--- config.mk ---
export PLATFORM = sky130hd
export DESIGN_NAME = alu_arbiter
export DESIGN_NICKNAME = d
export VERILOG_FILES = /design/src/rtl/alu_pkg.sv /design/src/rtl/alu.sv /design/src/rtl/alu_arbiter.sv
export SDC_FILE = /design/constraint.sdc
export NUM_CORES = 1
export LEC_CHECK = 0
export CAP_MARGIN = 20
export CORE_UTILIZATION = 25
export DETAILED_ROUTE_END_ITERATION = 8
export PLACE_DENSITY = 0.51
export SKIP_CTS_REPAIR_TIMING = 1
export SLEW_MARGIN = 25
export SYNTH_ARGS = -nofsm -noshare
export SYNTH_HDL_FRONTEND = slang
export SYNTH_SLANG_ARGS = --single-unit
--- constraint.sdc ---
create_clock -name clk -period 3.3 [get_ports clk]
set_clock_uncertainty 0.1 [all_clocks]
set_input_delay 0.495 -clock clk [delete_from_list [all_inputs] [get_ports clk]]
set_output_delay 0.495 -clock clk [all_outputs]
set_load 0.02 [all_outputs]
--- src/rtl/alu_pkg.sv ---
// Shared definitions for the ALU arbiter: opcode values and FSM state encoding.
package alu_pkg;

    localparam int OP_PLUS  = 0;
    localparam int OP_MINUS = 1;
    localparam int OP_AND   = 2;
    localparam int OP_OR    = 3;
    localparam int OP_NOT   = 4;

    typedef enum logic [1:0] {
        IDLE = 2'd0,
        EXEC = 2'd1,
        RESP = 2'd2
    } state_t;

endpackage

--- src/rtl/alu.sv ---
// Combinational ALU shared by both requesters; opcodes above OP_NOT yield 0.
module alu
    import alu_pkg::*;
#(
    parameter int DATA_W = 8,
    parameter int OP_W   = 3
) (
    input  logic [OP_W-1:0]   op,
    input  logic [DATA_W-1:0] a,
    input  logic [DATA_W-1:0] b,
    output logic [DATA_W-1:0] y
);

    // Opcode decode; add/sub wrap naturally at DATA_W bits
    always_comb begin
        y = '0;
        case (op)
            OP_W'(OP_PLUS):  y = a + b;
            OP_W'(OP_MINUS): y = a - b;
            OP_W'(OP_AND):   y = a & b;
            OP_W'(OP_OR):    y = a | b;
            OP_W'(OP_NOT):   y = ~a;
            default:         y = '0;
        endcase
    end

endmodule

--- src/rtl/alu_arbiter.sv ---
// Two-requester round-robin front end to a single ALU with a registered,
// back-pressurable response and a saturating completed-operation counter.
//
//   state | meaning
//   IDLE  | waiting for a request; req_ready offered to the granted requester
//   EXEC  | operands latched, ALU result being registered
//   RESP  | rsp_valid high, response held until rsp_ready
module alu_arbiter
    import alu_pkg::*;
#(
    parameter int DATA_W = 8,
    parameter int OP_W   = 3,
    parameter int CNT_W  = 16
) (
    input  logic              clk,
    input  logic              rst_n,
    input  logic [1:0]        req_valid,
    output logic [1:0]        req_ready,
    input  logic [OP_W-1:0]   req_op0,
    input  logic [DATA_W-1:0] req_a0,
    input  logic [DATA_W-1:0] req_b0,
    input  logic [OP_W-1:0]   req_op1,
    input  logic [DATA_W-1:0] req_a1,
    input  logic [DATA_W-1:0] req_b1,
    output logic              rsp_valid,
    input  logic              rsp_ready,
    output logic [DATA_W-1:0] rsp_data,
    output logic              rsp_id,
    output logic              rsp_err,
    output logic              busy,
    output logic [CNT_W-1:0]  op_count
);

    state_t            state, state_nx;
    logic              last_grant;
    logic              grant;
    logic              hs;
    logic              id_q;
    logic [OP_W-1:0]   op_q;
    logic [DATA_W-1:0] a_q, b_q;
    logic [DATA_W-1:0] alu_y;

    alu #(.DATA_W(DATA_W), .OP_W(OP_W)) u_alu (
        .op (op_q),
        .a  (a_q),
        .b  (b_q),
        .y  (alu_y)
    );

    // Round-robin pick: on contention the requester not served last wins
    always_comb begin
        grant = 1'b0;
        if (req_valid == 2'b11) begin
            grant = ~last_grant;
        end else if (req_valid[0]) begin
            grant = 1'b0;
        end else begin
            grant = 1'b1;
        end
    end

    // Acceptance strobe only in IDLE, only to the granted, valid requester
    always_comb begin
        req_ready = 2'b00;
        hs        = 1'b0;
        if (state == IDLE) begin
            req_ready[grant] = req_valid[grant];
            hs               = req_valid[grant];
        end
    end

    // Next-state logic
    always_comb begin
        state_nx = state;
        case (state)
            IDLE:    if (hs) state_nx = EXEC;
            EXEC:    state_nx = RESP;
            RESP:    if (rsp_ready) state_nx = IDLE;
            default: state_nx = IDLE;
        endcase
    end

    // State register
    always_ff @(posedge clk or negedge rst_n) begin
        if (!rst_n) begin
            state <= IDLE;
        end else begin
            state <= state_nx;
        end
    end

    // Request latch, result register and completion counter
    always_ff @(posedge clk or negedge rst_n) begin
        if (!rst_n) begin
            last_grant <= 1'b1;
            id_q       <= 1'b0;
            op_q       <= '0;
            a_q        <= '0;
            b_q        <= '0;
            rsp_data   <= '0;
            rsp_id     <= 1'b0;
            rsp_err    <= 1'b0;
            op_count   <= '0;
        end else begin
            if (hs) begin
                last_grant <= grant;
                id_q       <= grant;
                op_q       <= grant ? req_op1 : req_op0;
                a_q        <= grant ? req_a1 : req_a0;
                b_q        <= grant ? req_b1 : req_b0;
            end
            if (state == EXEC) begin
                rsp_data <= alu_y;
                rsp_id   <= id_q;
                rsp_err  <= (op_q > OP_W'(OP_NOT));
            end
            if (state == RESP && rsp_ready && op_count != {CNT_W{1'b1}}) begin
                op_count <= op_count + CNT_W'(1);
            end
        end
    end

    assign rsp_valid = (state == RESP);
    assign busy      = (state != IDLE);

endmodule

* After elaboration in Yosys (flattened, before gate mapping) *
Cells that the tools add are included.

storage, ports and cells
  word-level logic and storage cells = 53
  bits in registers = 49

operators by class
  bitwise logic cells = 5
  reduce and logical (&&, ||, !) cells = 7
  mux-type cells = 15
  magnitude comparators = 3
  equality and inequality tests = 10
  add/sub/neg operators = 3

operator list
  cell                                                                    count
  8-bit case mux with 5 select lines                                      1
  16-bit by 1-bit adder with 16-bit output (second input constant)        1
  8-bit two-way mux                                                       2
  16-bit inequality test (second input constant)                          1
  8-bit adder                                                             1
  8-bit AND                                                               1
  8-bit NOT                                                               1
  8-bit OR                                                                1
  8-bit subtractor                                                        1
  3-bit by 2-bit equality test with 1-bit output (second input constant)  2
  1-bit two-way mux                                                       6
  2-bit two-way mux                                                       3
  2-bit case mux with 3 select lines                                      1
  2-bit equality test (second input constant)                             2
  3-bit by 1-bit equality test with 1-bit output (second input constant)  1
  3-bit equality test (second input constant)                             1
  3-bit greater-than comparator (second input constant)                   1
  1-bit logical AND                                                       3
  3-bit logical NOT                                                       1
  3-bit two-way mux                                                       1
  2-bit AND                                                               1
  2-bit by 1-bit equality test with 1-bit output (second input constant)  1
  2-bit logical NOT                                                       1
  1-bit by 2-bit < comparator with 1-bit output (second input constant)   1
  7 further kinds                                                         7

* Logic depth before layout (Yosys ltp) *
Gate-level depths: netlist (run 1).

  depth after elaboration = 8
  depth in mapped cells = 10
  mapped depth without buffers = 10

* Hierarchy *
Synthesis (run 1) repeated with hierarchy kept, for this count alone.

unflattened totals
  cell total of the unflattened synthesis = 302
  area, all modules = 3006.6 sq um

modules (own cells, without submodules)
  module       instances  cells an instance  area an instance (sq um)
  alu_arbiter  1          200                2259.7
  alu          1          102                747.0

* Least setup slack after synthesis (run 1) *
No wires, ideal clock.

  kind = register to register
  start point = register op_q[1]
  end point = register rsp_data[4]
  path slack = 0.737 ns
  buffers on the path = 1
  arrival = 2.342 ns
  cell stages (with the launch flop) = 10
  cells stage by stage = dfrtp_1 clkbuf_1 nor3b_2 mux2i_1 fa_1 a21o_1 a21oi_1 xor2_1 o221ai_1 a22o_1

on the way
  cells in the longest elaborated chain, start to end = 2
  elaborated cells on any way between the ends = 6

ends and longest elaborated chain
  what                                               line                source
  from (decl)                                        alu_arbiter.sv:39   logic [OP_W-1:0] op_q;
  from (signal assigned)                             alu_arbiter.sv:108  op_q <= grant ? req_op1 : req_op0;
  3-bit equality test, or another cell as far along  alu.sv:17           case (op)
  8-bit case mux with 5 select lines *               alu.sv:17
  to (signal assigned)                               alu_arbiter.sv:113  rsp_data <= alu_y;
  to (decl)                                          alu_arbiter.sv:27   output logic [DATA_W-1:0] rsp_data,

Every way passes the cells marked *; elsewhere a longest branch is shown, timed or not.
A chain may end at the register's enable or synchronous reset.

* Final worst setup path (run 1) *
Ends and elaborated chain as after synthesis.

==> impl_metrics.tcl, run 1 <==
set metrics [dict create \
    drtAntennaViolNets 0 \
    routed_wl_um 7184 \
    fin_area_um2 3933 \
    yosysTopAreaCellShare_pct 41.61 \
    start_util_pct 26.17 \
    outcome "finished clean" \
    worstPathMaxFanout 12 \
    clock_path_buffers 2 \
    core.rowCount 38 \
    drv_cap 0 \
    place_area_um2 3777 \
    synth_top_area_cell "dfrtp_1" \
    fin_crit_sh_pct 83.21 \
    synth-seq-area-share_pct 42.52 \
    dieArea_um2 11980 \
    cts_tree "done" \
    synth_cell_types 51 \
    grtUsageTotal_pct 12.93 \
    synth_seq_cells 49 \
    critPathRequiredTime_ps 3370 \
    final_nets 431 \
    syn_area_per_cell_um2 9.526 \
    post_route_cells_drive_above_1_share_pct 6.897 \
    antenna_found_initial 0 \
    holdCritPathClass "in2async" \
    root_buffer "clkbuf_16" \
    areaGrowthSynthToFinish_pct 36.24 \
    syn_nets 358 \
    async_flop_share_pct 100.0 \
    place_congestion 0.8216 \
    h-tree-depth 2 \
    grt_pass1_vias 2318 \
    fp.dieH_um 109.5 \
    max-vdd-ir-drop_mv 0.2999 \
    grt_max_degree 42 \
    setup_ws_ps 554.1 \
    finalSetupViolCount 0 \
    yosysMostFrequentCell "dfrtp_1" \
    grt_setup_unrepaired "no" \
    drc 0 \
    netlist_top_cells_area "dfrtp_1 42%, mux2i_1 8.0%, xnor2_1 6.1%" \
    dp_hpwl_um 5648 \
    p_leak_nw 1.649 \
    cts.sinks 49 \
    maxSlewViolCount 0 \
    syn_inst 303 \
    clk_pin_slew_ps 70 \
    dr.pass1.iters 4 \
    synthFlopType "dfrtp_1" \
    hold_ws_ps 215.0 \
    insertedDiodeCount 0 \
    ys_warn_count 0 \
    crit_arrival_ps 2820 \
    clk_latency_ps 290 \
    relSlewSlack_pct 42.48 \
    dp_slack_ps 610.3 \
    synth-edff-count 0 \
    gr-total-overflow 0 \
    cts_made_buffers 5 \
    synth_area_um2 2887 \
    hold_viol 0 \
    core-area_um2 11030 \
    avgRoutedWirePerCell_um 13.90 \
    grt_pass1_wl_um 11870 \
    yosys-top-cells-count "48 x dfrtp_1, 40 x nor2_1, 30 x a21oi_1" \
    drtIter0Drc 160 \
    die_w_um 109.5 \
    max_freq_ghz 0.3642 \
    powerDensity_nw_per_um2 908.8 \
    io_buffers 72 \
    setup_tns_ps 0 \
    vias 2371 \
    end_kind "register" \
    min_period_ps 2746 \
    worstMarginPinSlew_ps 862.8 \
    reg2reg_depth 8 \
    io_pins 73 \
    startpoint_type "register" \
    criticalPathCategory "reg2reg" \
    vias_per_cell 4.586 \
    fillers 1155 \
]
## report_power, final
group          internal (mW)  switching (mW)  total [mW]
Clock                  0.305           0.229       0.534
Combinational          0.900            1.05        1.95
Sequential             0.820           0.272        1.09
## layer usage
metal | vias to the layer above | track usage [%] | part of all wire (%)
met2 | 59 | 21.20 | 46
met1 | 1098 | 17.02 | 48
li1 | 1210 | - | -
met3 | 4 | 2.667 | 4.3
met4 | 0 | 4.000 | 0.88
met5 | - | 0 | 0
## state kept, by name, summed over array words and instances (netlist names)
signal / flops
op_count: 16
a_q: 8
b_q: 8
rsp_data: 8
op_q: 3
state: 2
id_q: 1
last_grant: 1
rsp_err: 1
rsp_id: 1
## area by class of cell
class                   count  area, um2  share of cell area [%]
inverters                  12      45.04                   1.145
flip-flops and latches     49       1227                   31.21
clock inverters             2      16.27                  0.4136
multi-input cells         231       1577                   40.09
repair buffers             77      753.2                   19.15
clock buffers               6      138.9                   3.532
well taps                 140      175.2                   4.454
## path summary, 6_finish.rpt
check | from | endpoint | slack [ps]
worst max-delay path | op_q[1] | rsp_data[4] | 550
worst min-delay path | rst_n | id_q | 210
worst max register to register | op_q[1] | rsp_data[4] | 550
worst min register to register | rsp_id | rsp_id | 380
max in group asynchronous | rst_n | op_q[0] | 2180
min in group clk | rsp_id | rsp_id | 380
## logic make-up (layout without fill, tap and decap cells)
kind of cell | count (synthesis) | count (layout) | synth area share [%]
AOI/OAI and AO/OA | 66 | 66 | 14.26
xor gates and xnor gates | 24 | 24 | 7.282
adders and majority gates | 17 | 17 | 7.196
buffers and inverters | 23 | 97 | 3.077
DFF | 49 | 49 | 42.52
muxes | 24 | 24 | 8.496
and+or+nand+nor | 100 | 100 | 17.17
## worst max-delay path: stages, from the launching register on
cell and delay, ps:
dfrtp_1 500, nor3b_2 460, mux2i_1 200, fa_1 490
a21o_1 200, a21oi_1 170, xor2_1 160, o221ai_1 130
a22o_1 210
## through the flow
step | cells | util [%] | total power, mW
after floorplan | 303 | - | 2.435
after global placement | 509 | 34.24 | 3.052
after detailed placement | 509 | 34.24 | 3.056
after CTS | 517 | 35.65 | 3.611
after global routing | 517 | 35.65 | 3.905
final | 517 | 35.65 | 3.574
## cells in the final DEF, fill, tap and decap left out, drive strengths merged, types with 6 or more instances in the layout
cell           count
a31oi              6
mux2i             23
xnor2             20
nor2              40
clkdlybuf4s50     71
buf                6
o21ai             11
clkbuf             6
dfrtp             48
inv               13
nand3              6
ha                11
a21oi             30
nand2             20
(Power assumes the default switching activity.)
==> inputs of run 2 (changes only) <==
==> constraint.sdc (replaced) <==
create_clock -name clk -period 2.65 [get_ports clk]
set_clock_uncertainty 0.1 [all_clocks]
set_input_delay 0.3975 -clock clk [delete_from_list [all_inputs] [get_ports clk]]
set_output_delay 0.3975 -clock clk [all_outputs]
set_load 0.02 [all_outputs]
==> impl_metrics.tcl, run 2 (synthesis gave the netlist of run 1 again) <==
set metrics [dict create \
    grt_max_degree 50 \
    clk_latency_ps 290 \
    setup_tns_ps 0 \
    p_int_mw 2.724 \
    drv_cap 0 \
    end_kind "register" \
    die_w_um 109.5 \
    cts_tree "done" \
    mostFrequentLayoutCells "71 x clkdlybuf4s50_1, 47 x dfrtp_1, 39 x nor2_1" \
    gr-total-overflow 0 \
    dieArea_um2 11980 \
    p_leak_nw 1.689 \
    core.rowCount 38 \
    fp.dieH_um 109.5 \
    routed_wl_um 7164 \
    max_freq_ghz 0.4086 \
    final_nets 435 \
    regMostFlops "op_count" \
    insertedDiodeCount 0 \
    finalSetupViolCount 0 \
    cts.sinks 49 \
    drtAntennaViolNets 0 \
    dpl.cell_count 513 \
    place_congestion 0.8202 \
    io_pins 73 \
    vias 2398 \
    worstMarginPinSlew_ps 625.3 \
    worstPathMaxFanout 6 \
    vias_per_cell 4.603 \
    critPathRequiredTime_ps 2730 \
    dr_wl_met2_um 3217 \
    antenna_found_initial 0 \
    criticalPathCategory "reg2reg" \
    clk_pin_slew_ps 70 \
    h-tree-depth 2 \
    drc 0 \
    areaGrowthSynthToFinish_pct 38.75 \
    clock_path_buffers 2 \
    combPwrFrac_pct 53.9 \
    wl_met1_um 3527 \
    grtUsageTotal_pct 13.03 \
    crit_arrival_ps 2520 \
    fin_area_um2 4005 \
    start_util_pct 26.17 \
    io_buffers 72 \
    routed.top_layer "met4" \
    max-vdd-ir-drop_mv 0.3821 \
    switching_power_mw 1.945 \
    core-area_um2 11030 \
    switching_share_pct 41.66 \
    final_common_cell "clkdlybuf4s50_1" \
    post_route_cells_drive_above_1_share_pct 8.399 \
    place_area_um2 3807 \
    maxSlewViolCount 0 \
    cts_made_buffers 5 \
    instances_no_fill 521 \
    startpoint_type "register" \
    seq_power_share_pct 28.3 \
    min_period_ps 2448 \
    holdCritPathClass "in2async" \
    grt_pass1_wl_um 11940 \
    drtIter0Drc 116 \
    dp_hpwl_um 5535 \
    grt_pass1_vias 2306 \
    dr.pass1.iters 4 \
    fin_crit_sh_pct 92.36 \
    largest_reg_flops 16 \
    root_buffer "clkbuf_16" \
    powerDensity_nw_per_um2 1166 \
    clkPwrFrac_pct 17.8 \
    hold_viol 0 \
    relSlewSlack_pct 58.31 \
    wl_met3_um 323 \
    avgRoutedWirePerCell_um 13.75 \
    power.total_mw 4.669 \
    outcome "finished clean" \
    grt_setup_unrepaired "no" \
]
==> run 2: changes by cell type in the layout (fill, tap and decap cells not counted) <==
| cell | change |
|---|---|
| dfrtp_1 | -1 |
| clkbuf_8 | -1 |
| buf_4 | +4 |
| dfrtp_2 | +1 |
| bufinv_16 | +2 |
| clkinvlp_4 | -1 |
| fa_2 | +1 |
| fa_1 | -1 |
==> run 2: metal layers <==
metal,up-vias,global-route usage (%)
met2,57,20.44
met5,-,0
met1,1115,17.87
li1,1219,-
met4,0,4.286
met3,7,2.608
==> run 2: cell type report <==
cell class	instances	area (um2)
Fill cell	1132	7025
Multi-Input combinational cell	231	1579
Sequential cell	49	1229
Timing Repair Buffer	81	783.3
Tap cell	140	175.2
Clock buffer	5	125.1
Clock inverter	3	68.82
Inverter	12	45.04
==> run 2: critical path, cell delays in order (launching register included) <==
cell      delay, ps
dfrtp_1         390
nor3b_2         270
buf_4           190
nor2_1           50
xnor2_1         120
ha_1            350
a21o_1          190
a21oi_1         170
xor2_1          160
o221ai_1        130
a22o_1          200
==> run 2: final timing paths <==
kind                          endpoint  startpoint  depth (start not counted)  slack [ps]
min                        op_count[1]       rst_n                          2         110
max reg2reg                rsp_data[4]     op_q[1]                         10         200
min in group clk                rsp_id      rsp_id                          2         380
max                        rsp_data[4]     op_q[1]                         10         200
min reg2reg                     rsp_id      rsp_id                          2         380
max in group asynchronous       b_q[1]       rst_n                          2        1900
==> run 2: stage by stage <==
step                worst slack [ps]  hold slack (ps)  util (%)
finish                         202.5            106.4     36.31
global route                   33.35            175.0     36.31
detailed placement             238.7            373.7     34.52
CTS                            146.5            140.8     36.28
floorplan                      87.03            1.909         -
global placement               281.3            367.1     34.52
==> run 2: power by group through the flow <==
stage,combinational (mW),sequential (mW),clock [mW]
global route,2.83,1.38,0.884
global placement,2.48,1.32,0
CTS,2.53,1.32,0.853
detailed placement,2.51,1.33,0
floorplan,1.67,1.36,0
finish,2.52,1.32,0.830
==> inputs of run 3 (changes only) <==
--- a/config.mk
+++ b/config.mk
@@ -6,9 +6,11 @@
 export NUM_CORES = 1
 export LEC_CHECK = 0
 export CAP_MARGIN = 20
-export CORE_UTILIZATION = 25
+export CORE_UTILIZATION = 49
 export DETAILED_ROUTE_END_ITERATION = 8
-export PLACE_DENSITY = 0.51
+export GPL_TIMING_DRIVEN = 0
+export PLACE_DENSITY = 0.85
+export REMOVE_ABC_BUFFERS = 1
 export SKIP_CTS_REPAIR_TIMING = 1
 export SLEW_MARGIN = 25
 export SYNTH_ARGS = -nofsm -noshare
==> impl_metrics.tcl, run 3 (synthesis gave the netlist of run 1 again) <==
set metrics [dict create \
    power.total_mw 4.316 \
    holdCritPathClass "in2async" \
    final_core_util_pct 68.65 \
    dp_slack_ps -285.0 \
    regMostFlops "op_count" \
    routed_wl_um 6416 \
    slowest_stage "dfrtp_2" \
    io_pins 73 \
    gr-total-overflow 0 \
    crit_path_start "op_q[1]" \
    critPathRequiredTime_ps 2750 \
    io_buffers 72 \
    grt_pass1_vias 2244 \
    start_util_pct 51.47 \
    antenna_found_initial 0 \
    vias 2442 \
    max_freq_ghz 0.3992 \
    vias_per_cell 5.427 \
    setup_ws_ps 145.2 \
    place_congestion 0.8448 \
    violations "hold timing" \
    worstMarginPinSlew_ps 606.2 \
    startpoint_type "register" \
    powerDensity_nw_per_um2 1121 \
    hold_ws_ps -22.60 \
    fp.dieH_um 78.75 \
    drv_cap 0 \
    dp_hpwl_um 4721 \
    areaGrowthSynthToFinish_pct 33.38 \
    instances_no_fill 450 \
    worstPathMaxFanout 12 \
    drc 0 \
    path_cells "nor3b_4 -> buf_4 -> nor2_1 -> xnor2_1 -> ha_1 -> o21ai_0 -> o21bai_1 -> a21oi_1 -> nand4b_1 -> o211a_1" \
    core.rowCount 27 \
    relSlewSlack_pct 59.27 \
    place_area_um2 3717 \
    p_leak_nw 1.649 \
    min_period_ps 2505 \
    insertedDiodeCount 0 \
    grtUsageTotal_pct 21.99 \
    clk_pin_slew_ps 90 \
    final_common_cell "clkdlybuf4s50_1" \
    h-tree-depth 2 \
    post_route_cells_drive_above_1_share_pct 7.937 \
    grt_max_degree 50 \
    final_nets 432 \
    clock_path_buffers 2 \
    die_w_um 78.75 \
    cts.sinks 49 \
    clk_latency_ps 310 \
    r2r-start "op_q[1]" \
    cts_made_buffers 5 \
    crit_arrival_ps 2600 \
    cts_tree "done" \
    root_buffer "clkbuf_8" \
    dieArea_um2 6202 \
    avgRoutedWirePerCell_um 14.26 \
    finalSetupViolCount 0 \
    grt_pass1_wl_um 10590 \
    drtIter0Drc 135 \
    slowest_delay_ps 500 \
    drtAntennaViolNets 0 \
    outcome "complete, but fails checks" \
    grt_setup_unrepaired "no" \
    mostFrequentLayoutCells "70 x clkdlybuf4s50_1, 45 x dfrtp_1, 39 x nor2_1" \
    core-area_um2 5608 \
    max-vdd-ir-drop_mv 0.7196 \
    largest_reg_flops 16 \
    dr.pass1.iters 4 \
    dpl.cell_count 438 \
    fin_area_um2 3850 \
    fin_crit_sh_pct 94.52 \
    hold_viol 17 \
    maxSlewViolCount 0 \
    criticalPathCategory "reg2reg" \
    end_kind "register" \
]
==> run 3: cell types whose count changed in the layout (fill, tap and decap cells not counted), sizes merged <==
cell,before,now
buf,10,7
clkinvlp,0,2
dlymetal6s2s,0,1
clkbuf,5,6
inv,13,12
bufinv,2,0
clkdlybuf4s50,71,70
==> run 3: critical path: cells and delay by family, from the launching register on <==
kind                       cells  cell delay (ps)
adders and majority gates      1              350
and+or+nand+nor                3              440
DFF                            1              500
AOI/OAI and AO/OA              4              670
xor gates and xnor gates       1              140
buffers and inverters          1              170
==> run 3: per-stage QoR <==
stage          hold WS [ps]  setup TNS (ps)
2_1_floorplan         1.909          -312.6
3_3_place_gp          348.3          -31140
3_5_place_dp          349.2          -810.2
4_1_cts               15.38           -1020
5_1_grt               32.04               0
6_report             -22.60               0
==> run 3: power by group <==
part           total, mW  leakage [nW]  switching, mW  internal [mW]
Clock              0.440        0.0374          0.253          0.186
Sequential          1.36         0.592          0.332           1.02
Combinational       2.52          1.02           1.33           1.19
Total               4.32          1.65           1.92           2.40
==> run 3: cell type report <==
class,count,area (um2)
fill,455,1758
multi-input combinational,231,1598
sequential,49,1231
timing repair buffer,78,798.3
tap,72,90.09
clock buffer,6,72.57
inverter,12,45.04
clock inverter,2,15.01
==> run 3: final timing paths <==
path | depth (start not counted) | slack, ps | to
worst min-delay path | 1 | -20 | op_count[0]
worst max-delay path | 10 | 150 | rsp_data[6]
worst max register to register | 10 | 150 | rsp_data[6]
max in group asynchronous | 1 | 2020 | op_q[2]
min in group clk | 2 | 370 | rsp_id
worst min register to register | 2 | 370 | rsp_id
==> run 3: routing by layer <==
| metal | vias to the layer above | track usage, % | part of all wire, % |
|---|---|---|---|
| met5 | - | 0 | 0 |
| met4 | 0 | 8.148 | 1.8 |
| met3 | 10 | 4.253 | 4.3 |
| met2 | 64 | 34.96 | 48 |
| met1 | 1154 | 29.75 | 46 |
| li1 | 1214 | - | - |
